$ cat src/rtl/evr_tx_scheduler.sv
// EVR transmit word builder for the GTP TX lane.
// Lane 0 carries periodic K28.5 commas and queued event codes.
// Lane 1 interleaves distributed-bus bytes (even slots) with segment frames (odd slots).
//
// Segment FSM states (the state is the byte type that goes out on the next odd slot)
//   state    | meaning
//   S_IDLE   | no frame; lane 1 odd slots send 0x00, new frame may be accepted
//   S_START  | frame accepted, K28.2 (0x5C) start symbol pending
//   S_ADDR   | segment address byte pending
//   S_DATA   | payload bytes pending, read one cycle ahead from the external buffer
//   S_STOP   | K28.1 (0x3C) stop symbol pending
//   S_CSUM_H | checksum high byte pending
//   S_CSUM_L | checksum low byte pending; seg_done follows
module evr_tx_scheduler #(
  parameter int COMMA_PERIOD = 4,
  parameter int SEG_BYTES    = 16
) (
  input  logic        tx_clk,
  input  logic        reset,
  input  logic        ready,
  input  logic        ev_valid,
  input  logic [7:0]  ev_code,
  output logic        ev_ready,
  input  logic [7:0]  dbus_in,
  input  logic        seg_valid,
  input  logic [7:0]  seg_addr,
  output logic        seg_ready,
  output logic        seg_rd_en,
  output logic [((SEG_BYTES > 1) ? $clog2(SEG_BYTES) : 1)-1:0] seg_rd_idx,
  input  logic [7:0]  seg_rd_data,
  output logic        seg_done,
  output logic        seg_abort,
  output logic [15:0] tx_data,
  output logic [1:0]  tx_is_k
);

  localparam int SW = $clog2(COMMA_PERIOD);
  localparam int IW = (SEG_BYTES > 1) ? $clog2(SEG_BYTES) : 1;
  localparam logic [SW-1:0] SLOT_LAST = SW'(COMMA_PERIOD - 1);
  localparam logic [IW-1:0] BYTE_LAST = IW'(SEG_BYTES - 1);

  typedef enum logic [2:0] {
    S_IDLE, S_START, S_ADDR, S_DATA, S_STOP, S_CSUM_H, S_CSUM_L
  } seg_state_t;

  seg_state_t      state, state_nxt;
  logic [SW-1:0]   slot, slot_nxt;
  logic            slot_odd;
  logic [7:0]      ev_hold;
  logic            ev_hold_v;
  logic [7:0]      addr_q;
  logic [IW-1:0]   byte_cnt;
  logic [15:0]     sum;
  logic [15:0]     csum;
  logic [7:0]      seg_byte;
  logic            seg_k;
  logic [7:0]      lane0, lane1;
  logic            lane0_k, lane1_k;

  assign slot_odd   = slot[0];
  assign slot_nxt   = (slot == SLOT_LAST) ? '0 : slot + 1'b1;
  // Reset gating keeps the handshakes low while the link is held in reset.
  assign ev_ready   = !reset && ready && (slot_nxt != '0);
  assign seg_ready  = !reset && ready && (state == S_IDLE);
  assign seg_rd_en  = ready && (state == S_DATA) && !slot_odd;
  assign seg_rd_idx = byte_cnt;
  assign csum       = 16'hFFFF - sum;

  // Segment FSM state register.
  always_ff @(posedge tx_clk or posedge reset) begin
    if (reset) state <= S_IDLE;
    else       state <= state_nxt;
  end

  // Segment FSM next state and the lane-1 byte it offers for the coming odd slot.
  always_comb begin
    state_nxt = state;
    seg_byte  = 8'h00;
    seg_k     = 1'b0;
    if (!ready) begin
      state_nxt = S_IDLE;
    end else begin
      case (state)
        S_IDLE:   if (seg_valid) state_nxt = S_START;
        S_START:  begin seg_byte = 8'h5C; seg_k = 1'b1; if (slot_odd) state_nxt = S_ADDR; end
        S_ADDR:   begin seg_byte = addr_q; if (slot_odd) state_nxt = S_DATA; end
        S_DATA:   begin
          seg_byte = seg_rd_data;
          if (slot_odd && byte_cnt == BYTE_LAST) state_nxt = S_STOP;
        end
        S_STOP:   begin seg_byte = 8'h3C; seg_k = 1'b1; if (slot_odd) state_nxt = S_CSUM_H; end
        S_CSUM_H: begin seg_byte = csum[15:8]; if (slot_odd) state_nxt = S_CSUM_L; end
        S_CSUM_L: begin seg_byte = csum[7:0]; if (slot_odd) state_nxt = S_IDLE; end
        default:  state_nxt = S_IDLE;
      endcase
    end
  end

  // Lane muxing for the word registered at this edge.
  always_comb begin
    lane0   = 8'h00;
    lane0_k = 1'b0;
    if (slot == '0) begin
      lane0   = 8'hBC;
      lane0_k = 1'b1;
    end else if (ev_hold_v) begin
      lane0 = ev_hold;
    end
    lane1   = slot_odd ? seg_byte : dbus_in;
    lane1_k = slot_odd & seg_k;
  end

  // Slot counter, output word, event holding register and frame datapath.
  always_ff @(posedge tx_clk or posedge reset) begin
    if (reset) begin
      slot      <= '0;
      tx_data   <= 16'h0000;
      tx_is_k   <= 2'b00;
      ev_hold   <= 8'h00;
      ev_hold_v <= 1'b0;
      addr_q    <= 8'h00;
      byte_cnt  <= '0;
      sum       <= 16'h0000;
      seg_done  <= 1'b0;
      seg_abort <= 1'b0;
    end else if (!ready) begin
      slot      <= '0;
      tx_data   <= 16'h0000;
      tx_is_k   <= 2'b00;
      ev_hold_v <= 1'b0;
      byte_cnt  <= '0;
      seg_done  <= 1'b0;
      seg_abort <= (state != S_IDLE);
    end else begin
      slot      <= slot_nxt;
      tx_data   <= {lane1, lane0};
      tx_is_k   <= {lane1_k, lane0_k};
      ev_hold_v <= ev_valid && ev_ready;
      ev_hold   <= ev_code;
      seg_abort <= 1'b0;
      seg_done  <= slot_odd && (state == S_CSUM_L);
      if (state == S_IDLE && seg_valid) addr_q <= seg_addr;
      if (slot_odd && state == S_ADDR) begin
        sum      <= {8'h00, addr_q};
        byte_cnt <= '0;
      end
      if (slot_odd && state == S_DATA) begin
        sum      <= sum + {8'h00, seg_rd_data};
        byte_cnt <= byte_cnt + 1'b1;
      end
    end
  end

endmodule

$ cat config.mk
export PLATFORM = sky130hd
export DESIGN_NAME = evr_tx_scheduler
export DESIGN_NICKNAME = d
export VERILOG_FILES = /design/src/rtl/evr_tx_scheduler.sv
export SDC_FILE = /design/constraint.sdc
export NUM_CORES = 1
export LEC_CHECK = 0
export ABC_AREA = 1
export CELL_PAD_IN_SITES_DETAIL_PLACEMENT = 1
export CELL_PAD_IN_SITES_GLOBAL_PLACEMENT = 1
export CORE_MARGIN = 4
export CORE_UTILIZATION = 29
export DETAILED_ROUTE_END_ITERATION = 7
export PLACE_DENSITY = 0.73
export REMOVE_ABC_BUFFERS = 1
export SETUP_SLACK_MARGIN = 0.3
export SKIP_CTS_REPAIR_TIMING = 1
export SLEW_MARGIN = 20
export SYNTH_ARGS = -nofsm -noshare
export SYNTH_HDL_FRONTEND = slang
export SYNTH_SLANG_ARGS = --single-unit
$ cat constraint.sdc
create_clock -name tx_clk -period 1.9 [get_ports tx_clk]
set_clock_uncertainty 0.15 [all_clocks]
set_input_delay 0.38 -clock tx_clk [delete_from_list [all_inputs] [get_ports tx_clk]]
set_output_delay 0.38 -clock tx_clk [all_outputs]
set_load 0.005 [all_outputs]
======== Word level (Yosys, flattened, before mapping) ========
Index checks and enable logic that the tools add are counted.
storage, ports and cells
  register bits after elaboration ......... 62
  output and inout bits ................... 27
  word-level logic and storage cells ...... 82
operators by class
  add/subtract/negate cells ............... 4
  equal/unequal tests ..................... 16
  mux-type cells .......................... 28
  bitwise logic cells ..................... 1
  reduce and logical (&&, ||, !) cells .... 22
operator list
  operator                                                                  count
  16-bit 2-to-1 mux                                                         3
  8-bit one-hot mux with 6 select lines                                     1
  3-bit 2-to-1 mux                                                          8
  8-bit 2-to-1 mux                                                          3
  3-bit one-hot mux with 7 select lines                                     1
  3-bit inequality test (second input constant)                             6
  16-bit by 8-bit adder with 16-bit output                                  1
  16-bit subtractor (first input constant)                                  1
  4-bit 2-to-1 mux                                                          3
  1-bit logical AND                                                         11
  3-bit == test (second input constant)                                     3
  7-bit AND reduction                                                       1
  3-bit by 2-bit == test with 1-bit output (second input constant)          2
  1-bit 2-to-1 mux                                                          6
  2-bit 2-to-1 mux                                                          3
  4-bit by 1-bit adder with 4-bit output (second input constant)            1
  4-bit == test (second input constant)                                     1
  2-bit AND reduction                                                       2
  2-bit nonzero test                                                        2
  3-bit by 1-bit == test with 1-bit output (second input constant)          1
  3-bit zero test                                                           1
  3-bit by 1-bit inequality test with 1-bit output (second input constant)  1
  3-bit by 2-bit inequality test with 1-bit output (second input constant)  1
  3-bit nonzero test                                                        1
  6 further kinds                                                           7

======== Logic depth before layout (Yosys ltp) ========
  depth after elaboration ................. 6
  gate-level depth with buffers ........... 10
  depth with buffers taken out ............ 10

======== Least setup slack after synthesis ========
No wires, ideal clock.
  kind .................................... in2reg
  start ................................... in seg_rd_data[0]
  end ..................................... reg sum[8]
  library setup time ...................... 0.119 ns
  data arrival time ....................... 1.589 ns
  required time ........................... 1.631 ns
  setup slack ............................. 0.042 ns
  cell stages on the path ................. 8
  path buffers ............................ 0
  cells stage by stage .................... ha_1 > fa_1 > nand2_1 > nand3_1 > nand2_1 > o21ai_0 > a21oi_1 > nor2_1
between the ends
  word-level cells in the longest chain between the ends .. 2
RTL lines
  what                                      RTL line  source
  from (decl)                               30        input logic [7:0] seg_rd_data,
  16-bit by 8-bit adder with 16-bit output  148       sum <= sum + {8'h00, seg_rd_data};
  16-bit 2-to-1 mux                         147       if (slot_odd && state == S_DATA) begin
  to (signal assigned)                      144       sum <= {8'h00, addr_q};
  to (signal assigned)                      148
  to (decl)                                 53        logic [15:0] sum;
No other way between the ends.
A chain may end at the register's enable or synchronous reset.

======== Final worst setup path ========
  start ................................... reg sum[0]
  end ..................................... reg sum[14]
between the ends
  word-level cells in the longest chain between the ends .. 2
RTL lines
  what                                      RTL line
  16-bit by 8-bit adder with 16-bit output  148
  16-bit 2-to-1 mux                         147
No other way between the ends.

==> flow_metrics.tcl <==
set metrics [dict create \
    p_int_uw 4411 \
    place_congestion 0.8573 \
    drive_gt1_share_pct 38.26 \
    grt_overflow 0 \
    holdWs_ps 101.2 \
    slowest_delay_ps 430 \
    dp_hpwl_um 9343 \
    rows 39 \
    critPathArrivalTime_ps 1970 \
    clkPwrFrac_pct 23.3 \
    synth_warnings 0 \
    leakagePower_uw 0.003095 \
    cts_htree_levels 3 \
    crit_path_cell_trace "ha_4 > fa_2 > buf_4 > nand3_4 > nand3_4 > nand3_2 > nand2_1 > nor2_1" \
    period_share_pct 98.48 \
    netlist_area_mm2 0.003413 \
    cts_buffers 9 \
    finalHoldViolCount 0 \
    outcome "finished, final reports clean" \
    worst_pin_slew_ps 407.4 \
    setup_tns_ps 0 \
    layout.nets 619 \
    p_sw_share_pct 38.72 \
    clock_sinks 62 \
    initial_core_util_pct 29.77 \
    slew_violations 0 \
    drv_cap 0 \
    ys_seq_elements 62 \
    vias 3647 \
    fmax_mhz 534.5 \
    p_switching_uw 2787 \
    die-area_mm2 0.01357 \
    critPathMaxFanout 4 \
    synth_edf_count 0 \
    seqPwrFrac_pct 27.9 \
    route.detailed.wl_per_inst_um 18.98 \
    clk_latency_ps 330 \
    drc 0 \
    holdCritPathClass "in -> async" \
    layout_common_cells "nand2_1, buf_4, dfrtp_1" \
    rsz0062_at_grt "yes" \
    cp.required_ps 2000 \
    core_mm2 0.01147 \
    grt_max_degree 28 \
    clock_path_buffers 2 \
    powerDensity_mw_per_mm2 1256 \
    synthArstFlopShare_pct 100.0 \
    synth-main-ff-cell "dfrtp_1" \
    cts_tree "built" \
    end_kind "register" \
    critPathKind "reg -> reg" \
    drt_iter0_markers 209 \
    ant_nets 0 \
    grt_pass1_wl_um 18890 \
    yosysUniqueCellTypes 39 \
    cts.clk_slew.worst_paths_ps 50 \
    path_buf_inv 1 \
    setup_viol 0 \
    syn_inst 430 \
    startpoint_type "register" \
    dieWidth_um 116.5 \
    power_frac_comb_pct 48.8 \
    syn_area_per_cell_um2 7.938 \
    wirelength_um 13630 \
    numPortBuffers 63 \
    via_per_inst 5.079 \
    path_common_cell "nand3_4" \
    syn_to_final_growth_pct 67.85 \
    io_pins 64 \
    diodes 0 \
    min_period_ps 1871 \
    max-slew-margin-rel_pct 72.84 \
    utilization_pct 49.96 \
    first_pass_iters 4 \
    power.total_uw 7198 \
    seq_area_frac_synth_pct 45.45 \
    cts-root-buf "clkbuf_16" \
    path_delay_family "adder cells" \
    crit_slowest_cell "dfrtp_1" \
    die_h_um 116.5 \
    vdd_drop_max_mv 0.6599 \
    antenna_found_initial 0 \
    fillCellCount 1304 \
    grt_usage_pct 18.32 \
    grt_pass1_vias 3733 \
    final_common_cell "nand2_1" \
]
metrics by stage:
| stage | area [um2] | cells | setup slack (ps) |
|---|---|---|---|
| after floorplan | 3366 | 422 | -171.4 |
| after global placement | 4616 | 680 | -496.2 |
| after detailed placement | 4616 | 680 | -576.2 |
| after CTS | 4918 | 696 | -480.6 |
| after global routing | 5729 | 718 | -37.41 |
| final | 5729 | 718 | 28.93 |
metal layers:
layer / wire (um) / part of all wire (%) / global-route usage (%)
met1: 5402 / 40 / 21.18
met5: 0 / 0 / 0
met4: 410 / 3.0 / 8.739
met3: 592 / 4.3 / 2.850
met2: 7221 / 53 / 32.95
worst reg2reg max path: stages (launching register included):
cell and delay (ps):
dfrtp_1 430, ha_4 200, fa_2 330, buf_4 160, nand3_4 80, nand3_4 90
nand3_2 80, nand2_1 90, nor2_1 160
registers in the layout (all words and copies together), names as in the netlist, 2 cells and up:
name and flops:
ev_hold 8, tx_is_k 2, tx_data 16, state 3
sum 16, addr_q 8, seg_rd_idx 4, slot 2
layout make-up:
cell class              instances  area, um2  share of cell area [%]
clock buffers                  13      260.3                   4.542
clock inverters                 3      42.54                  0.7425
inverters                      52      207.7                   3.625
multi-input cells             308       2111                   36.84
flip-flops and latches         62       1562                   27.25
well taps                     143      178.9                   3.123
repair buffers                137       1368                   23.87
kinds of logic (layout without fill, tap and decap cells):
family                   after synthesis  count (layout)  synth area share [%]
adder cells (fa/ha/maj)               12              12                 4.619
XOR/XNOR                               4               4                 1.027
buffers and inverters                 60             205                 7.331
AND/OR/NAND/NOR                      212             212                 28.26
flip-flops                            62              62                 45.45
AO/OA/AOI/OAI                         76              76                 11.77
multiplexers                           4               4                 1.540
power by group through the flow:
stage | clock network (uW) | registers [uW] | logic (uW)
after CTS | 1700 | 1930 | 2580
after detailed placement | 0 | 1940 | 2550
final | 1680 | 2010 | 3510
after global placement | 0 | 1920 | 2430
after global routing | 1750 | 2030 | 3840
after floorplan | 0 | 1870 | 1330
Yosys cell counts (3+ instances only):
cell      instances  area, um2
nand3_1          38      190.2
ha_1             11      137.6
inv_1            45      168.9
o21ai_1           4      20.02
dfrtp_1          62       1551
a21oi_1          26      130.1
o21ai_0          38      190.2
nor3_1            8      40.04
nor2_4            5      56.30
nand2_4           3      33.78
inv_2             5      18.77
nand2_1         115      431.7
nand2_2           4      25.02
nor2_1           30      112.6
clkbuf_1          3      11.26
worst paths after layout:
check | start | cells past startpoint | to | slack (ps)
worst max-delay path | sum[0] | 8 | sum[14] | 30
worst min-delay path | reset | 3 | tx_data[6] | 100
worst max register to register | sum[0] | 8 | sum[14] | 30
worst min register to register | seg_rd_idx[0] | 1 | seg_rd_idx[0] | 350
max in group asynchronous | reset | 4 | sum[5] | 1020
min in group tx_clk | reset | 3 | ev_hold_v | 340
(Power assumes the default switching activity.)
